## src/rtl/apb_timer_slave.sv

```systemverilog
// APB responder with a prescaled 32-bit down-counting timer, expiry flag and level interrupt.
// Optional: define TIMER_PROT_CHECK_EN to reject non-privileged writes (PPROT[0] = 0).
module apb_timer_slave #(
  parameter int unsigned SEL_INDEX   = 2,
  parameter int unsigned SLAVES_NUM  = 8,
  parameter int unsigned WAIT_STATES = 1
) (
  input  logic                  PCLK,
  input  logic                  PRESETn,
  input  logic [SLAVES_NUM-1:0] PSEL,
  input  logic                  PENABLE,
  input  logic                  PWRITE,
  input  logic [31:0]           PADDR,
  input  logic [31:0]           PWDATA,
  input  logic [3:0]            PSTRB,
  input  logic [2:0]            PPROT,
  output logic [31:0]           PRDATA,
  output logic                  PREADY,
  output logic                  PSLVERR,
  output logic                  TIMER_IRQ
);

  localparam logic [3:0] WaitInit = 4'(WAIT_STATES);

  logic        en_q, en_d, auto_q, auto_d, irq_en_q, irq_en_d;
  logic        expired_q, expired_d;
  logic [31:0] load_q, load_d, count_q, count_d;
  logic [15:0] presc_q, presc_d, pcnt_q, pcnt_d;
  logic [3:0]  wait_q, wait_d;

  logic        sel, setup, access, done, wr, err, addr_ok, prot_err, tick;
  logic [7:0]  addr;
  logic [31:0] rd_val, load_wr, presc_wr;
  logic        unused_bits;

  function automatic logic [31:0] strb_merge(input logic [31:0] old, input logic [31:0] wd,
                                             input logic [3:0] strb);
    logic [31:0] res;
    for (int i = 0; i < 4; i++) res[8*i+:8] = strb[i] ? wd[8*i+:8] : old[8*i+:8];
    return res;
  endfunction

  assign sel         = PSEL[SEL_INDEX];
  assign setup       = sel & ~PENABLE;
  assign access      = sel & PENABLE;
  assign PREADY      = access & (wait_q == 4'd0);
  assign done        = PREADY;
  assign addr        = PADDR[7:0];
  assign unused_bits = ^{PADDR[31:8], PPROT};

`ifdef TIMER_PROT_CHECK_EN
  assign prot_err = PWRITE & ~PPROT[0];
`else
  assign prot_err = 1'b0;
`endif

  always_comb begin
    rd_val  = 32'h0;
    addr_ok = 1'b1;
    case (addr)
      8'h00:   rd_val = {29'h0, irq_en_q, auto_q, en_q};
      8'h04:   rd_val = load_q;
      8'h08:   rd_val = count_q;
      8'h0C:   rd_val = {16'h0, presc_q};
      8'h10:   rd_val = {31'h0, expired_q};
      default: addr_ok = 1'b0;
    endcase
  end

  assign err       = ~addr_ok | (PWRITE & (addr == 8'h08)) | prot_err;
  assign wr        = done & PWRITE & ~err;
  assign PSLVERR   = done & err;
  assign PRDATA    = (done & ~err & ~PWRITE) ? rd_val : 32'h0;
  assign TIMER_IRQ = expired_q & irq_en_q;
  assign tick      = en_q & (pcnt_q == presc_q);
  assign load_wr   = strb_merge(load_q, PWDATA, PSTRB);
  assign presc_wr  = strb_merge({16'h0, presc_q}, PWDATA, PSTRB);

  always_comb begin
    en_d      = en_q;
    auto_d    = auto_q;
    irq_en_d  = irq_en_q;
    expired_d = expired_q;
    load_d    = load_q;
    count_d   = count_q;
    presc_d   = presc_q;
    pcnt_d    = pcnt_q;
    wait_d    = wait_q;

    if (setup) begin
      wait_d = WaitInit;
    end else if (access && wait_q != 4'd0) begin
      wait_d = wait_q - 4'd1;
    end

    // W1C is applied before the timer so a same-cycle expiry wins.
    if (wr && addr == 8'h10 && PSTRB[0] && PWDATA[0]) expired_d = 1'b0;
    if (wr && addr == 8'h0C) presc_d = presc_wr[15:0];

    if (en_q) pcnt_d = tick ? 16'h0 : pcnt_q + 16'h1;
    if (tick) begin
      if (count_q != 32'h0) begin
        count_d = count_q - 32'h1;
      end else begin
        expired_d = 1'b1;
        if (auto_q) count_d = load_q;
        else        en_d    = 1'b0;
      end
    end

    // Bus writes to CTRL/LOAD override the timer's own update.
    if (wr && addr == 8'h00 && PSTRB[0]) begin
      en_d     = PWDATA[0];
      auto_d   = PWDATA[1];
      irq_en_d = PWDATA[2];
      if (!en_q && PWDATA[0]) pcnt_d = 16'h0;
    end
    if (wr && addr == 8'h04) begin
      load_d  = load_wr;
      count_d = load_wr;
    end
  end

  always_ff @(posedge PCLK or negedge PRESETn) begin
    if (!PRESETn) begin
      en_q      <= 1'b0;
      auto_q    <= 1'b0;
      irq_en_q  <= 1'b0;
      expired_q <= 1'b0;
      load_q    <= 32'h0;
      count_q   <= 32'h0;
      presc_q   <= 16'h0;
      pcnt_q    <= 16'h0;
      wait_q    <= 4'h0;
    end else begin
      en_q      <= en_d;
      auto_q    <= auto_d;
      irq_en_q  <= irq_en_d;
      expired_q <= expired_d;
      load_q    <= load_d;
      count_q   <= count_d;
      presc_q   <= presc_d;
      pcnt_q    <= pcnt_d;
      wait_q    <= wait_d;
    end
  end

endmodule

```

## config.mk

```make
export PLATFORM = sky130hd
export DESIGN_NAME = apb_timer_slave
export DESIGN_NICKNAME = d
export VERILOG_FILES = /design/src/rtl/apb_timer_slave.sv
export SDC_FILE = /design/constraint.sdc
export NUM_CORES = 1
export LEC_CHECK = 0
export CAP_MARGIN = 20
export CORE_ASPECT_RATIO = 1.5
export CORE_MARGIN = 3
export CORE_UTILIZATION = 25
export DETAILED_ROUTE_END_ITERATION = 16
export GPL_TIMING_DRIVEN = 0
export PLACE_DENSITY = 0.43
export SYNTH_ARGS = -nofsm -noshare
export SYNTH_HDL_FRONTEND = slang
export SYNTH_SLANG_ARGS = --single-unit
```

## constraint.sdc

```tcl
create_clock -name PCLK -period 4.1 [get_ports PCLK]
set_input_delay 0.41 -clock PCLK [delete_from_list [all_inputs] [get_ports PCLK]]
set_output_delay 0.41 -clock PCLK [all_outputs]
set_load 0.05 [all_outputs]
```

==> summary.md <==
| Metric | Value |
|---|---|
| PD cells | `roughly 280 mW/mm²` |
| Filler cell count | `~2700` |
| Hold WC Path Type | `register to register` |
| Met3 WL post-DR | `734 µm` |
| Critical path origin | `PADDR[7]` |
| DRT antenna net count | `0` |
| CP cell instances | `clkdlybuf4s50_1, or4_1, nor2_1, nand4b_1, inv_1, nand2_1, clkbuf_1, nor2_1, clkdlybuf4s50_1` |
| Syn_nets | `803` |
| CTS tree | `done` |
| Worst VDD drop | `0.0002055 V` |
| Largest net degree at the start of global routing | `61` |
| Final Hold Fails | `0` |
| Remaining global-route overflow | `0` |
| Crit start category | `input port` |
| Gate Count Post-Synth | `715` |
| Switch Pwr | `0.5904 mW` |
| Comb power frac | `between 10 and 15%` |
| Post-synth cell types | `58` |
| Vias in the first global route | `5914` |
| First-pass GRT wire length | `35700 µm` |
| Leak Pwr | `3.628 nW` |
| Crit Path Category | `input port to output port` |
| Commonest cells after routing, fill and taps aside | `104 x dfrtp_1, 87 x nor2_1, 61 x clkdlybuf4s50_1` |
| Kind of end point of the critical path | `output port` |
| Setup Skew | `7.516 ps` |
| Critical-path maximum fanout | `10` |
| Post-synth top area cell | `dfrtp_1` |
| Synth top area share | `39.98%` |
| Hold Crit Depth | `1` |
| Clock latency on the worst-skew pair | `roughly 370 ps` |
| I/O Buffers | `80` |
| Reg2Reg Depth | `9` |
| Tightest Pin Transition | `892.5 ps` |
| Syn. warnings | `0` |
| Final nets | `897` |
| Starting Density | `25.71%` |
| Crit Reg-Reg Startpoint | `count_q[4]$_DFFE_PN0P_` |
| # IOs | `118` |
| Synthesized area | `about 0.0065 mm²` |
| Data arrival, critical path | `3440 ps` |
| Worst EP required | `3690 ps` |
| CTS Buf Count | `9` |
| Die Y | `203.6 µm` |
| Pint | `1.652 mW` |
| Clk root buf | `clkbuf_16` |
| Most common flop cell mapped by yosys | `dfrtp_1` |
| Run status | `complete, no violations` |
| Hold path startpoint | `wait_q[3]$_DFFE_PN0P_` |
| Sequential area share after synthesis | `39.98%` |
| Min Clock Period, post-route | `3846 ps` |
| Highest routed layer | `met4` |
| Switching Share | `about a quarter` |
| Met2 WL post-DR | `approximately 13000 µm` |
| 1st-iter DRT viols | `~280` |
| Synthesis-to-finish area growth | `24.93%` |
| H-tree Lvls | `3` |
| Share of layout cells above drive strength 1 | `13.14%` |
| Yosys reg bits | `approximately 100` |
| Max-slew headroom | `40.38%` |
| Clk pwr share | `between 40 and 50%` |
| Clock buffer depth | `2` |
| Fin. max-slew vios | `0` |
| Global Route Usage Sum | `17.07%` |
| Reg clk slew, reported paths | `70 ps` |
| Routed WL | `23340 µm` |
| Sequential power share | `48.0%` |
| Util after Layout | `around a third` |
| Ant diodes | `0` |
| M1 wire length | `roughly 9300 µm` |
| Async SR Flop Fraction | `between 90% and 100%` |
| Fin Setup TNS | `0 ps` |
| Final period util | `93.80%` |
| Vias | `5708` |
| EDFF count, synth | `0` |
| Synth top area cells | `dfrtp_1 40%, mux2_2 10%, nor2_1 5.1%` |
| GP Congestion | `0.8071` |
| Setup-failing EPs final | `0` |
| Vias per cell | `4.998` |
| Number of remaining DRC errors | `0` |
| Biggest cell delay along the critical path | `810 ps` |
| RSZ-0062 raised after global routing | `false` |
| 1st-pass router iterations | `4` |
| Initial antenna violation count | `0` |
| # rows | `71` |
| R2r setup slk | `710 ps` |
| Achievable Freq | `260.0 MHz` |
| Most common cell after layout, fill and taps aside | `dfrtp_1` |
| Syn_area_per_cell | `slightly above 9 µm²` |
| MaxCap Viol Count | `0` |
| Critical path's slowest cell | `clkdlybuf4s50_1` |
| Routed wire per std cell | `20.44 µm` |
| Die width | `roughly 140 µm` |
| # clock sinks | `between 100 and 150` |
| Core area | `approximately 0.025 mm²` |
| Post-DP HPWL | `17920 µm` |
| Full die area | `about 0.028 mm²` |
path summary, 6_finish.rpt:
kind / to
max: PRDATA[11]
min: wait_q[3]$_DFFE_PN0P_
max reg2reg: count_q[18]$_DFFE_PN0P_
min reg2reg: wait_q[3]$_DFFE_PN0P_
max in group asynchronous: load_q[9]$_DFFE_PN0P_
min in group asynchronous: pcnt_q[0]$_DFF_PN0_
per-stage QoR:
step           power [mW]  instance area [µm²]  setup WS [ps]  hold WS [ps]  instances
2_1_floorplan       1.214                 6510          879.1         114.4        715
3_3_place_gp        1.339                 7721          -2018         514.3       1123
3_5_place_dp        1.345                 7757         -617.5         383.7       1125
4_1_cts             2.278                 8080         -250.1         527.1       1143
5_1_grt             2.343                 8133          5.261         553.4       1142
6_report            2.243                 8133          254.2         524.7       1142
cell families after synthesis:
kind of cell             after synthesis  synth area share [%]
XOR/XNOR                              38                 5.112
buffers and inverters                 62                 3.767
AO/OA/AOI/OAI                        176                 17.07
multiplexers                          82                 14.41
AND/OR/NAND/NOR                      248                 18.70
flip-flops                           104                 39.98
adder cells (fa/ha/maj)                5                0.9610
power by group through the flow:
stage	Combinational, mW	Clock (mW)	Sequential (mW)
6_report	0.246	0.921	1.08
5_1_grt	0.278	0.985	1.08
4_1_cts	0.251	0.951	1.08
3_5_place_dp	0.249	0	1.10
3_3_place_gp	0.243	0	1.10
2_1_floorplan	0.127	0	1.09
sequential cells by signal (all words and copies together), names as in the netlist:
| name | cells |
|---|---|
| auto_q | 1 |
| count_q | 32 |
| load_q | 32 |
| expired_q | 1 |
| wait_q | 4 |
| irq_en_q | 1 |
| pcnt_q | 16 |
| presc_q | 16 |
| en_q | 1 |
cells in the mapped netlist (12+ instances only):
| master | n |
|---|---|
| o21ai_0 | 51 |
| a21oi_1 | 34 |
| xnor2_1 | 18 |
| nand3_1 | 18 |
| mux2i_1 | 18 |
| clkbuf_1 | 36 |
| nor2_1 | 88 |
| dfrtp_1 | 104 |
| xor2_1 | 20 |
| nor3_1 | 12 |
| inv_1 | 15 |
| a211oi_1 | 18 |
| a22oi_1 | 29 |
| nand2_1 | 55 |
| mux2_2 | 59 |
cell type report:
| cell class | instances | area (µm²) | share of cell area, % |
|---|---|---|---|
| multi-input combinational | 549 | 3684 | 45.29 |
| sequential | 104 | 2603 | 32.00 |
| timing repair buffer | 84 | 888.4 | 10.92 |
| tap | 328 | 410.4 | 5.046 |
| clock buffer | 10 | 239.0 | 2.938 |
| buffer | 46 | 186.4 | 2.292 |
| clock inverter | 6 | 66.31 | 0.8154 |
| inverter | 15 | 56.30 | 0.6923 |
routing by layer:
metal,global-route usage [%],vias up
met5,0,-
met4,4.661,0
met3,2.493,18
met2,31.95,89
met1,19.89,2820
li1,-,2781
worst max-delay path: cells and delay by family:
family / cells / cell delay (ps)
buffers and inverters: 4 / 1610
AND/OR/NAND/NOR: 5 / 1410
what timing repair did:
action                                  CTS  global route
endpoints found under the setup margin   29            17
hold endpoints to repair                 10             0
gates cloned                              0             0
buffers inserted                          1             0
pin swaps                                 1             0
hold buffers                              1             0
resized for setup                         5            18
No activity file was read; power rests on OpenSTA's default activity.
